`config.mk`:
```
export PLATFORM = sky130hd
export DESIGN_NAME = rv32i_hazard_ctrl_flat
export DESIGN_NICKNAME = d
export VERILOG_FILES = /design/src/rtl/rv32i_hazard_ctrl_if.sv /design/src/rtl/rv32i_hazard_ctrl.sv /design/src/flat_wrapper.sv
export SDC_FILE = /design/constraint.sdc
export NUM_CORES = 1
export LEC_CHECK = 0
export CORE_ASPECT_RATIO = 0.7
export CORE_MARGIN = 10
export CORE_UTILIZATION = 44
export DETAILED_ROUTE_END_ITERATION = 8
export PLACE_DENSITY_LB_ADDON = 0.08
export RECOVER_POWER = 25
export REMOVE_ABC_BUFFERS = 1
export SLEW_MARGIN = 10
export SYNTH_ARGS = -nofsm -noshare
export SYNTH_HDL_FRONTEND = slang
export SYNTH_SLANG_ARGS = --single-unit
```
`constraint.sdc`:
```
create_clock -name clk_i -period 2.3 [get_ports clk_i]
set_input_delay 0.46 -clock clk_i [delete_from_list [all_inputs] [get_ports clk_i]]
set_output_delay 0.46 -clock clk_i [all_outputs]
set_load 0.1 [all_outputs]
```
`src/rtl/rv32i_hazard_ctrl_if.sv`:
```
// Control bundle between the rv32i pipeline and its hazard controller.
// master = pipeline side (reports stage contents), slave = hazard controller.
interface rv32i_hazard_ctrl_if;
   logic        idex_memread_i;
   logic [4:0]  idex_rd_addr_i;
   logic [4:0]  ifid_rs1_addr_i;
   logic [4:0]  ifid_rs2_addr_i;
   logic        ex_branch_taken_i;
   logic        ex_div_start_i;
   logic        dmem_req_i;
   logic        dmem_ack_i;
   logic        stall_if_w;
   logic        stall_id_w;
   logic        stall_ex_w;
   logic        stall_mem_w;
   logic        flush_if_w;
   logic        flush_id_w;
   logic        flush_ex_w;
   logic        flush_mem_w;
   logic        div_busy_o;
   logic        div_done_o;
   logic [31:0] stall_cycles_o;

   modport master (
      output idex_memread_i, idex_rd_addr_i, ifid_rs1_addr_i, ifid_rs2_addr_i,
             ex_branch_taken_i, ex_div_start_i, dmem_req_i, dmem_ack_i,
      input  stall_if_w, stall_id_w, stall_ex_w, stall_mem_w,
             flush_if_w, flush_id_w, flush_ex_w, flush_mem_w,
             div_busy_o, div_done_o, stall_cycles_o
   );

   modport slave (
      input  idex_memread_i, idex_rd_addr_i, ifid_rs1_addr_i, ifid_rs2_addr_i,
             ex_branch_taken_i, ex_div_start_i, dmem_req_i, dmem_ack_i,
      output stall_if_w, stall_id_w, stall_ex_w, stall_mem_w,
             flush_if_w, flush_id_w, flush_ex_w, flush_mem_w,
             div_busy_o, div_done_o, stall_cycles_o
   );
endinterface

```
`src/rtl/rv32i_hazard_ctrl.sv`:
```
// Hazard controller for the 5-stage rv32i core: load-use bubbles, taken-branch
// flushes, multi-cycle divide occupancy of EX and data-memory wait states.
module rv32i_hazard_ctrl #(
   parameter int DIV_CYCLES = 32,
   parameter int CNT_W      = 6
) (
   input  logic              clk_i,
   input  logic              rst_i,
   rv32i_hazard_ctrl_if.slave hz
);
   typedef enum logic [1:0] {RUN, DIV_WAIT, MEM_WAIT} state_t;

   // The start cycle itself is the first EX cycle, so the wait counts DIV_CYCLES-2 down to 0.
   localparam logic [CNT_W-1:0] DIV_LOAD = (DIV_CYCLES > 1) ? CNT_W'(DIV_CYCLES - 2) : '0;

   state_t           state_reg, state_next;
   state_t           prior_reg, prior_next;
   state_t           eff_state;
   logic [CNT_W-1:0] cnt_reg, cnt_next;
   logic [31:0]      stall_cnt_reg;
   logic [3:0]       stall_v;   // {if, id, ex, mem}
   logic [3:0]       flush_v;   // {if, id, ex, mem}
   logic             done_v;
   logic             memwait;
   logic             load_use;
   logic [1:0]       rs_hit;
   logic [4:0]       rs_addr [2];

   assign memwait   = hz.dmem_req_i & ~hz.dmem_ack_i;
   assign rs_addr[0] = hz.ifid_rs1_addr_i;
   assign rs_addr[1] = hz.ifid_rs2_addr_i;

   generate
      for (genvar gi = 0; gi < 2; gi++) begin : g_rs_hit
         assign rs_hit[gi] = (hz.idex_rd_addr_i == rs_addr[gi]);
      end
   endgenerate

   assign load_use = hz.idex_memread_i & (hz.idex_rd_addr_i != 5'd0) & (|rs_hit);

   always_comb begin
      stall_v    = 4'b0000;
      flush_v    = 4'b0000;
      done_v     = 1'b0;
      state_next = state_reg;
      prior_next = prior_reg;
      cnt_next   = (cnt_reg != '0) ? cnt_reg - CNT_W'(1) : cnt_reg;
      // MEM_WAIT is transparent once memwait drops: the saved state decides that cycle.
      eff_state  = (state_reg == MEM_WAIT) ? prior_reg : state_reg;

      if (memwait) begin
         stall_v    = 4'b1111;
         state_next = MEM_WAIT;
         prior_next = eff_state;
      end else begin
         case (eff_state)
            RUN: begin
               state_next = RUN;
               if (hz.ex_branch_taken_i) begin
                  flush_v = 4'b1100;
               end else if (hz.ex_div_start_i) begin
                  if (DIV_CYCLES > 1) begin
                     stall_v    = 4'b1110;
                     flush_v    = 4'b0001;
                     cnt_next   = DIV_LOAD;
                     state_next = DIV_WAIT;
                  end else begin
                     done_v = 1'b1;
                  end
               end else if (load_use) begin
                  stall_v = 4'b1100;
                  flush_v = 4'b0010;
               end
            end
            DIV_WAIT: begin
               if (cnt_reg != '0) begin
                  stall_v    = 4'b1110;
                  flush_v    = 4'b0001;
                  state_next = DIV_WAIT;
               end else begin
                  done_v     = 1'b1;
                  state_next = RUN;
               end
            end
            default: state_next = RUN;
         endcase
      end
   end

   always_ff @(posedge clk_i) begin
      if (rst_i) begin
         state_reg     <= RUN;
         prior_reg     <= RUN;
         cnt_reg       <= '0;
         stall_cnt_reg <= '0;
      end else begin
         state_reg <= state_next;
         prior_reg <= prior_next;
         cnt_reg   <= cnt_next;
         if (stall_v[3]) begin
            stall_cnt_reg <= stall_cnt_reg + 32'd1;
         end
      end
   end

   assign hz.stall_if_w     = ~rst_i & stall_v[3];
   assign hz.stall_id_w     = ~rst_i & stall_v[2];
   assign hz.stall_ex_w     = ~rst_i & stall_v[1];
   assign hz.stall_mem_w    = ~rst_i & stall_v[0];
   assign hz.flush_if_w     = ~rst_i & flush_v[3];
   assign hz.flush_id_w     = ~rst_i & flush_v[2];
   assign hz.flush_ex_w     = ~rst_i & flush_v[1];
   assign hz.flush_mem_w    = ~rst_i & flush_v[0];
   assign hz.div_done_o     = ~rst_i & done_v;
   assign hz.div_busy_o     = ~rst_i & ((state_reg == DIV_WAIT) |
                                        ((state_reg == MEM_WAIT) & (prior_reg == DIV_WAIT)));
   assign hz.stall_cycles_o = rst_i ? 32'd0 : stall_cnt_reg;
endmodule

```
`src/flat_wrapper.sv`:
```
// flat-port wrapper written by rule: the top's interface ports become plain ports
module rv32i_hazard_ctrl_flat 
#(
   parameter int DIV_CYCLES = 32,
   parameter int CNT_W      = 6
)
  (clk_i, rst_i, hz_idex_memread_i, hz_idex_rd_addr_i, hz_ifid_rs1_addr_i, hz_ifid_rs2_addr_i, hz_ex_branch_taken_i, hz_ex_div_start_i, hz_dmem_req_i, hz_dmem_ack_i, hz_stall_if_w, hz_stall_id_w, hz_stall_ex_w, hz_stall_mem_w, hz_flush_if_w, hz_flush_id_w, hz_flush_ex_w, hz_flush_mem_w, hz_div_busy_o, hz_div_done_o, hz_stall_cycles_o);
  rv32i_hazard_ctrl_if hz_i ();
  input  logic clk_i;
  input  logic rst_i;
  input wire logic [$bits(hz_i.idex_memread_i)-1:0] hz_idex_memread_i;
  input wire logic [$bits(hz_i.idex_rd_addr_i)-1:0] hz_idex_rd_addr_i;
  input wire logic [$bits(hz_i.ifid_rs1_addr_i)-1:0] hz_ifid_rs1_addr_i;
  input wire logic [$bits(hz_i.ifid_rs2_addr_i)-1:0] hz_ifid_rs2_addr_i;
  input wire logic [$bits(hz_i.ex_branch_taken_i)-1:0] hz_ex_branch_taken_i;
  input wire logic [$bits(hz_i.ex_div_start_i)-1:0] hz_ex_div_start_i;
  input wire logic [$bits(hz_i.dmem_req_i)-1:0] hz_dmem_req_i;
  input wire logic [$bits(hz_i.dmem_ack_i)-1:0] hz_dmem_ack_i;
  output wire logic [$bits(hz_i.stall_if_w)-1:0] hz_stall_if_w;
  output wire logic [$bits(hz_i.stall_id_w)-1:0] hz_stall_id_w;
  output wire logic [$bits(hz_i.stall_ex_w)-1:0] hz_stall_ex_w;
  output wire logic [$bits(hz_i.stall_mem_w)-1:0] hz_stall_mem_w;
  output wire logic [$bits(hz_i.flush_if_w)-1:0] hz_flush_if_w;
  output wire logic [$bits(hz_i.flush_id_w)-1:0] hz_flush_id_w;
  output wire logic [$bits(hz_i.flush_ex_w)-1:0] hz_flush_ex_w;
  output wire logic [$bits(hz_i.flush_mem_w)-1:0] hz_flush_mem_w;
  output wire logic [$bits(hz_i.div_busy_o)-1:0] hz_div_busy_o;
  output wire logic [$bits(hz_i.div_done_o)-1:0] hz_div_done_o;
  output wire logic [$bits(hz_i.stall_cycles_o)-1:0] hz_stall_cycles_o;
  assign hz_i.idex_memread_i = hz_idex_memread_i;
  assign hz_i.idex_rd_addr_i = hz_idex_rd_addr_i;
  assign hz_i.ifid_rs1_addr_i = hz_ifid_rs1_addr_i;
  assign hz_i.ifid_rs2_addr_i = hz_ifid_rs2_addr_i;
  assign hz_i.ex_branch_taken_i = hz_ex_branch_taken_i;
  assign hz_i.ex_div_start_i = hz_ex_div_start_i;
  assign hz_i.dmem_req_i = hz_dmem_req_i;
  assign hz_i.dmem_ack_i = hz_dmem_ack_i;
  assign hz_stall_if_w = hz_i.stall_if_w;
  assign hz_stall_id_w = hz_i.stall_id_w;
  assign hz_stall_ex_w = hz_i.stall_ex_w;
  assign hz_stall_mem_w = hz_i.stall_mem_w;
  assign hz_flush_if_w = hz_i.flush_if_w;
  assign hz_flush_id_w = hz_i.flush_id_w;
  assign hz_flush_ex_w = hz_i.flush_ex_w;
  assign hz_flush_mem_w = hz_i.flush_mem_w;
  assign hz_div_busy_o = hz_i.div_busy_o;
  assign hz_div_done_o = hz_i.div_done_o;
  assign hz_stall_cycles_o = hz_i.stall_cycles_o;
  rv32i_hazard_ctrl #(.DIV_CYCLES(DIV_CYCLES), .CNT_W(CNT_W)) u_core (.clk_i(clk_i), .rst_i(rst_i), .hz(hz_i));
endmodule
```
**Word-level counts from Yosys, hierarchy flattened**

Index checks and enable logic that the tools add are counted.

- Bitwise operators: 17
- Reduce and logical (&&, ||, !) cells: 5
- Eq/ne operators: 6
- Mux-type cells: 27
- Add/subtract/negate cells: 2

Operators by type and width:

| cell | number |
|---|---|
| adder 32 x 1 -> 32 bit, second input constant | 1 |
| 2-to-1 mux 32 bit | 1 |
| 2-to-1 mux 4 bit | 8 |
| 2-to-1 mux 6 bit | 5 |
| case mux 4 bit (2 select lines) | 2 |
| bitwise AND 1 bit | 14 |
| equality test 5 bit | 2 |
| 2-to-1 mux 2 bit | 4 |
| equality test 2 x 1 -> 1 bit, second input constant | 3 |
| 2-to-1 mux 1 bit | 6 |
| nonzero test 6 bit | 1 |
| subtractor 6 x 1 -> 6 bit, second input constant | 1 |
| nonzero test 5 bit | 1 |
| case mux 2 bit (2 select lines) | 1 |
| OR reduction 2 bit | 2 |
| equality test 2 bit, second input constant | 1 |
| zero test 2 bit | 1 |
| inverter 1 bit | 2 |
| bitwise OR 1 bit | 1 |

- Input bits: 22
- Logic and storage cells: 62
- Register bits: 42
- Output and inout port bits: 42

**Depth between registers and ports, before layout**

- Word-level depth: 9
- Mapped depth: 10

**Worst setup path after synthesis**

No wires, ideal clock.

- Kind: input -> output
- Start: input rst_i
- End: output hz_flush_if_w
- Setup slack: -2868 ps
- Arrival time: 4708 ps
- Path buffers: 2
- Stages: 4
- Cells stage by stage: clkbuf_1 nand2b_1 nor4b_1 buf_4

- Word-level cells in the longest chain between the ends: 2

Ends and longest elaborated chain:

| element | line | RTL |
|---|---|---|
| start: declaration | flat_wrapper.sv:10 | `input logic rst_i;` |
| inverter 1 bit | rv32i_hazard_ctrl.sv:110 | `assign hz.flush_if_w = ~rst_i & flush_v[3];` |
| bitwise AND 1 bit | rv32i_hazard_ctrl.sv:110 |  |
| end: declaration | flat_wrapper.sv:23 | `output wire logic [$bits(hz_i.flush_if_w)-1:0] hz_flush_if_w;` |

Every way passes these cells.

**Worst setup path after layout**

- Start: register u_core.prior_reg[1]
- End: output hz_stall_if_w

- Word-level cells in the longest chain between the ends: 5
- Elaborated cells on any way between the ends: 6

Ends and longest elaborated chain:

| element | line | RTL |
|---|---|---|
| start: declaration | rv32i_hazard_ctrl.sv:17 | `state_t prior_reg, prior_next;` |
| start signal: assignment | rv32i_hazard_ctrl.sv:98 | `prior_reg <= prior_next;` |
| 2-to-1 mux 2 bit * | rv32i_hazard_ctrl.sv:49 | `eff_state = (state_reg == MEM_WAIT) ? prior_reg : state_reg;` |
| equality test 2 x 1 -> 1 bit or zero test 2 bit (tied branches) | rv32i_hazard_ctrl.sv:56 | `case (eff_state)` |
| case mux 4 bit (2 select lines) * | rv32i_hazard_ctrl.sv:56 |  |
| 2-to-1 mux 4 bit * | rv32i_hazard_ctrl.sv:51 | `if (memwait) begin` |
| bitwise AND 1 bit * | rv32i_hazard_ctrl.sv:106 | `assign hz.stall_if_w = ~rst_i & stall_v[3];` |
| end: declaration | flat_wrapper.sv:19 | `output wire logic [$bits(hz_i.stall_if_w)-1:0] hz_stall_if_w;` |

Every way passes the cells marked *; elsewhere a longest branch is shown, timed or not.

==> impl_metrics.yaml <==
run_status:
  status: "finished, violations left"
  violations: "setup timing"
routing:
  drt-vias-per-instance: 6.42
  drt_pre_antenna_iters: 8
  drt_iter0_drc: 465
  via_count: 3167
  avgRoutedWirePerCell_um: 23.3
  remaining_drc_errors: 0
  wl_mm: 11.5
  postRouteAntennaNets: 0
worst_setup_path:
  crit_required_ps: 1840
  endpoint_kind: "primary output"
  crit_buf_inv: 2
  critical_path_class: "reg -> out"
  worstSetupStartpoint: "u_core.prior_reg[1]"
  crit_arrival_ps: 2100
  start_kind: "flop"
  r2r_slack_ps: -230
  slowest_stage: "nor4bb_2"
  max_stage_delay_ps: 400
  path_delay_family: "simple AND/OR/NAND/NOR gates"
  r2r-start: "u_core.prior_reg[1]"
  crit_path_max_fanout: 2
  path_cells: "buf_4 -> nor4bb_2 -> a21oi_2 -> o221a_1 -> a21boi_4 -> nor2_4 -> buf_12"
clocking:
  holdBufCountCts: 0
  cts_tree: "done"
  cts_max_level: 2
  clkSlewWorstSetupHoldPaths_ps: 80
  cts_buffers: 5
  cts.path.max_buffers: 2
  clockRootBuffer: "clkbuf_8"
  cts_sinks: 42
  clkLatencyLatePin_ps: 310
final_layout:
  fin_nets: 445
  fill_cells: 259
  final_area_um2: 4650
  num_antenna_cells: 0
  syn_to_final_growth_pct: 86.1
  drive_gt1_frac: 0.430
  largest_reg_flops: 32
floorplan:
  die_w_um: 110
  dieArea_um2: 9140
  die-height_um: 83.1
  initial_core_util: 0.466
  placeableCoreArea_um2: 5370
  fp-row-count: 22
  io_pins: 64
timing:
  skew_ps: 5.58
  grt_setup_unrepaired: "true"
  maxSlewViolCount: 0
  max_slew_margin: 0.680
  setup_viol: 38
  setup_tns_ps: -4950
  period_share: 1.11
  post-route-min-period_ps: 2560
  worstMarginPinSlew_ps: 476
  hold_viol_final: 0
  fin_ws_ps: -263
  max_freq_ghz: 0.390
logic_synthesis:
  synth_edf_count: 0
  syn_avg_cell_area_um2: 7.89
  postSynth.asyncResetShare: 0
  synthAdderAreaFrac: 0.0150
  ys_seq_area_frac: 0.336
  synth.yosys.warnings: 0
  synthXorXnorAreaFrac: 0.0526
  syn-instance-count: 317
  ys_types: 46
  synth_compound_area_frac: 0.130
  synth_top_family_by_area: "simple AND/OR/NAND/NOR gates"
  synth.mux.area_fraction: 0.0490
  yosys.area_share.simple: 0.372
  ys_ff_latch: 42
  synthFlopType: "dfxtp_1"
  synth_area_um2: 2500
power_and_ir_drop:
  power_frac_seq: 0.333
  vdd_drop_max_mv: 0.460
  power_density_nw_per_um2: 566
  pwr-share-clk: 0.196
  power.leakage_uw: 0.00179
  swShare: 0.383
  p_comb_frac: 0.471
  p_sw_uw: 1010
  p_int_uw: 1630
worst_hold_path:
  hold_path.startpoint: "u_core.stall_cnt_reg[31]"
  min_path_type: "reg -> reg"
placement:
  io_buffers: 63
  dp.final_hpwl_mm: 5.52
  dpl_cell_area_um2: 3780
  gp_congestion: 0.857
grt:
  gr-usage-all-layers: 0.193
  overflow: 0
  grt_pass1_vias: 2921
  grt_max_degree: 55
  antenna_found_initial: 0
  grt_pass1_wl_mm: 14.5
job:
  maxCapViolCount: 0
layout make-up:
type / instances / area [um^2] / area share
Tap cell: 72 / 90.1 / 0.0194
Clock inverter: 1 / 5.00 / 0.00108
Multi-Input combinational cell: 250 / 2010 / 0.431
Clock buffer: 7 / 86.3 / 0.0186
Sequential cell: 42 / 846 / 0.182
Timing Repair Buffer: 114 / 1590 / 0.342
Inverter: 7 / 26.3 / 0.00565
layout by cell type (no fill, tap or decap), drive strengths merged, types with 7 or more instances in the layout:
cell type    count
xnor2           12
nor2            29
o31ai            7
or3             12
inv              7
nor2b           33
dfxtp           42
o21ai           15
nand4           12
nand3           14
dlygate4sd2     12
clkbuf          11
nand2           22
nor3            14
buf             92
or4             12
a21oi           24
mux2            10
path summary, 6_finish.rpt:
check / end / cells past startpoint
max: hz_stall_if_w / 7
min: u_core.stall_cnt_reg[31] / 2
max reg2reg: u_core.stall_cnt_reg[4] / 11
min reg2reg: u_core.stall_cnt_reg[31] / 2
Yosys cell counts, types with 2 or more instances:
cell      instances  area share
o31ai_1           7       0.021
nand2_1          22       0.033
xnor2_1          12       0.042
mux2_1           10       0.045
dfxtp_1          42        0.34
nand4_1          12       0.030
nor2_1           29       0.044
buf_4             2      0.0060
ha_1              3       0.015
buf_2             3      0.0060
clkbuf_1         11       0.017
nand3_1          13       0.026
nor3_1           13       0.026
nor2b_1          33       0.083
a21oi_1          24       0.048
inv_1             7       0.011
nand2b_1          3      0.0075
o21ai_0          14       0.028
or4_1            12       0.036
or3_1            11       0.028
nor4_1            4       0.010
xor2_1            3       0.011
and3_1            4       0.010
metal layers:
metal	global-route usage	part of all wire	up-vias
met5	0	0	-
met4	0.0624	0.062	0
met3	0.0556	0.12	100
met2	0.316	0.46	277
met1	0.235	0.36	1457
li1	-	-	1333
cell families (layout without fill, tap and decap cells):
group / after synthesis / after routing
AOI/OAI and AO/OA: 54 / 54
xor gates and xnor gates: 15 / 15
adders and majority gates: 3 / 3
buffers and inverters: 25 / 129
DFF: 42 / 42
muxes: 11 / 11
and+or+nand+nor: 167 / 167
worst reg2reg max path, cell delays in order, from the launching register on:
cell      delay [ps]
dfxtp_2          340
buf_4            140
nor4bb_2         400
a21oi_2          110
o221a_1          250
a21boi_4         170
buf_6            140
buf_12           130
buf_16           140
buf_8            130
or4_1            470
nand2_1           70
power groups by stage:
stage	clock [uW]	combinational, uW	sequential [uW]
global route	530	1300	885
global placement	0	745	868
CTS	502	1040	861
detailed placement	0	770	872
floorplan	0	486	856
finish	516	1240	878
what timing repair did:
action                                  CTS  global route
buffers inserted                         15             7
gates cloned                              4             1
endpoints found under the setup margin   30            40
resized for setup                        88            55
pin swaps                                66            26
stage by stage:
step / power (uW) / utilization / setup WS (ps) / hold slack, ps / cells
finish: 2640 / 0.867 / -263 / 513 / 493
global route: 2710 / 0.867 / -306 / 523 / 493
CTS: 2400 / 0.823 / -175 / 490 / 487
detailed placement: 1640 / 0.705 / -544 / 474 / 460
global placement: 1610 / 0.705 / -524 / 463 / 460
floorplan: 1340 / - / -5000 / 441 / 299
Power figures use the tool's default switching activity.
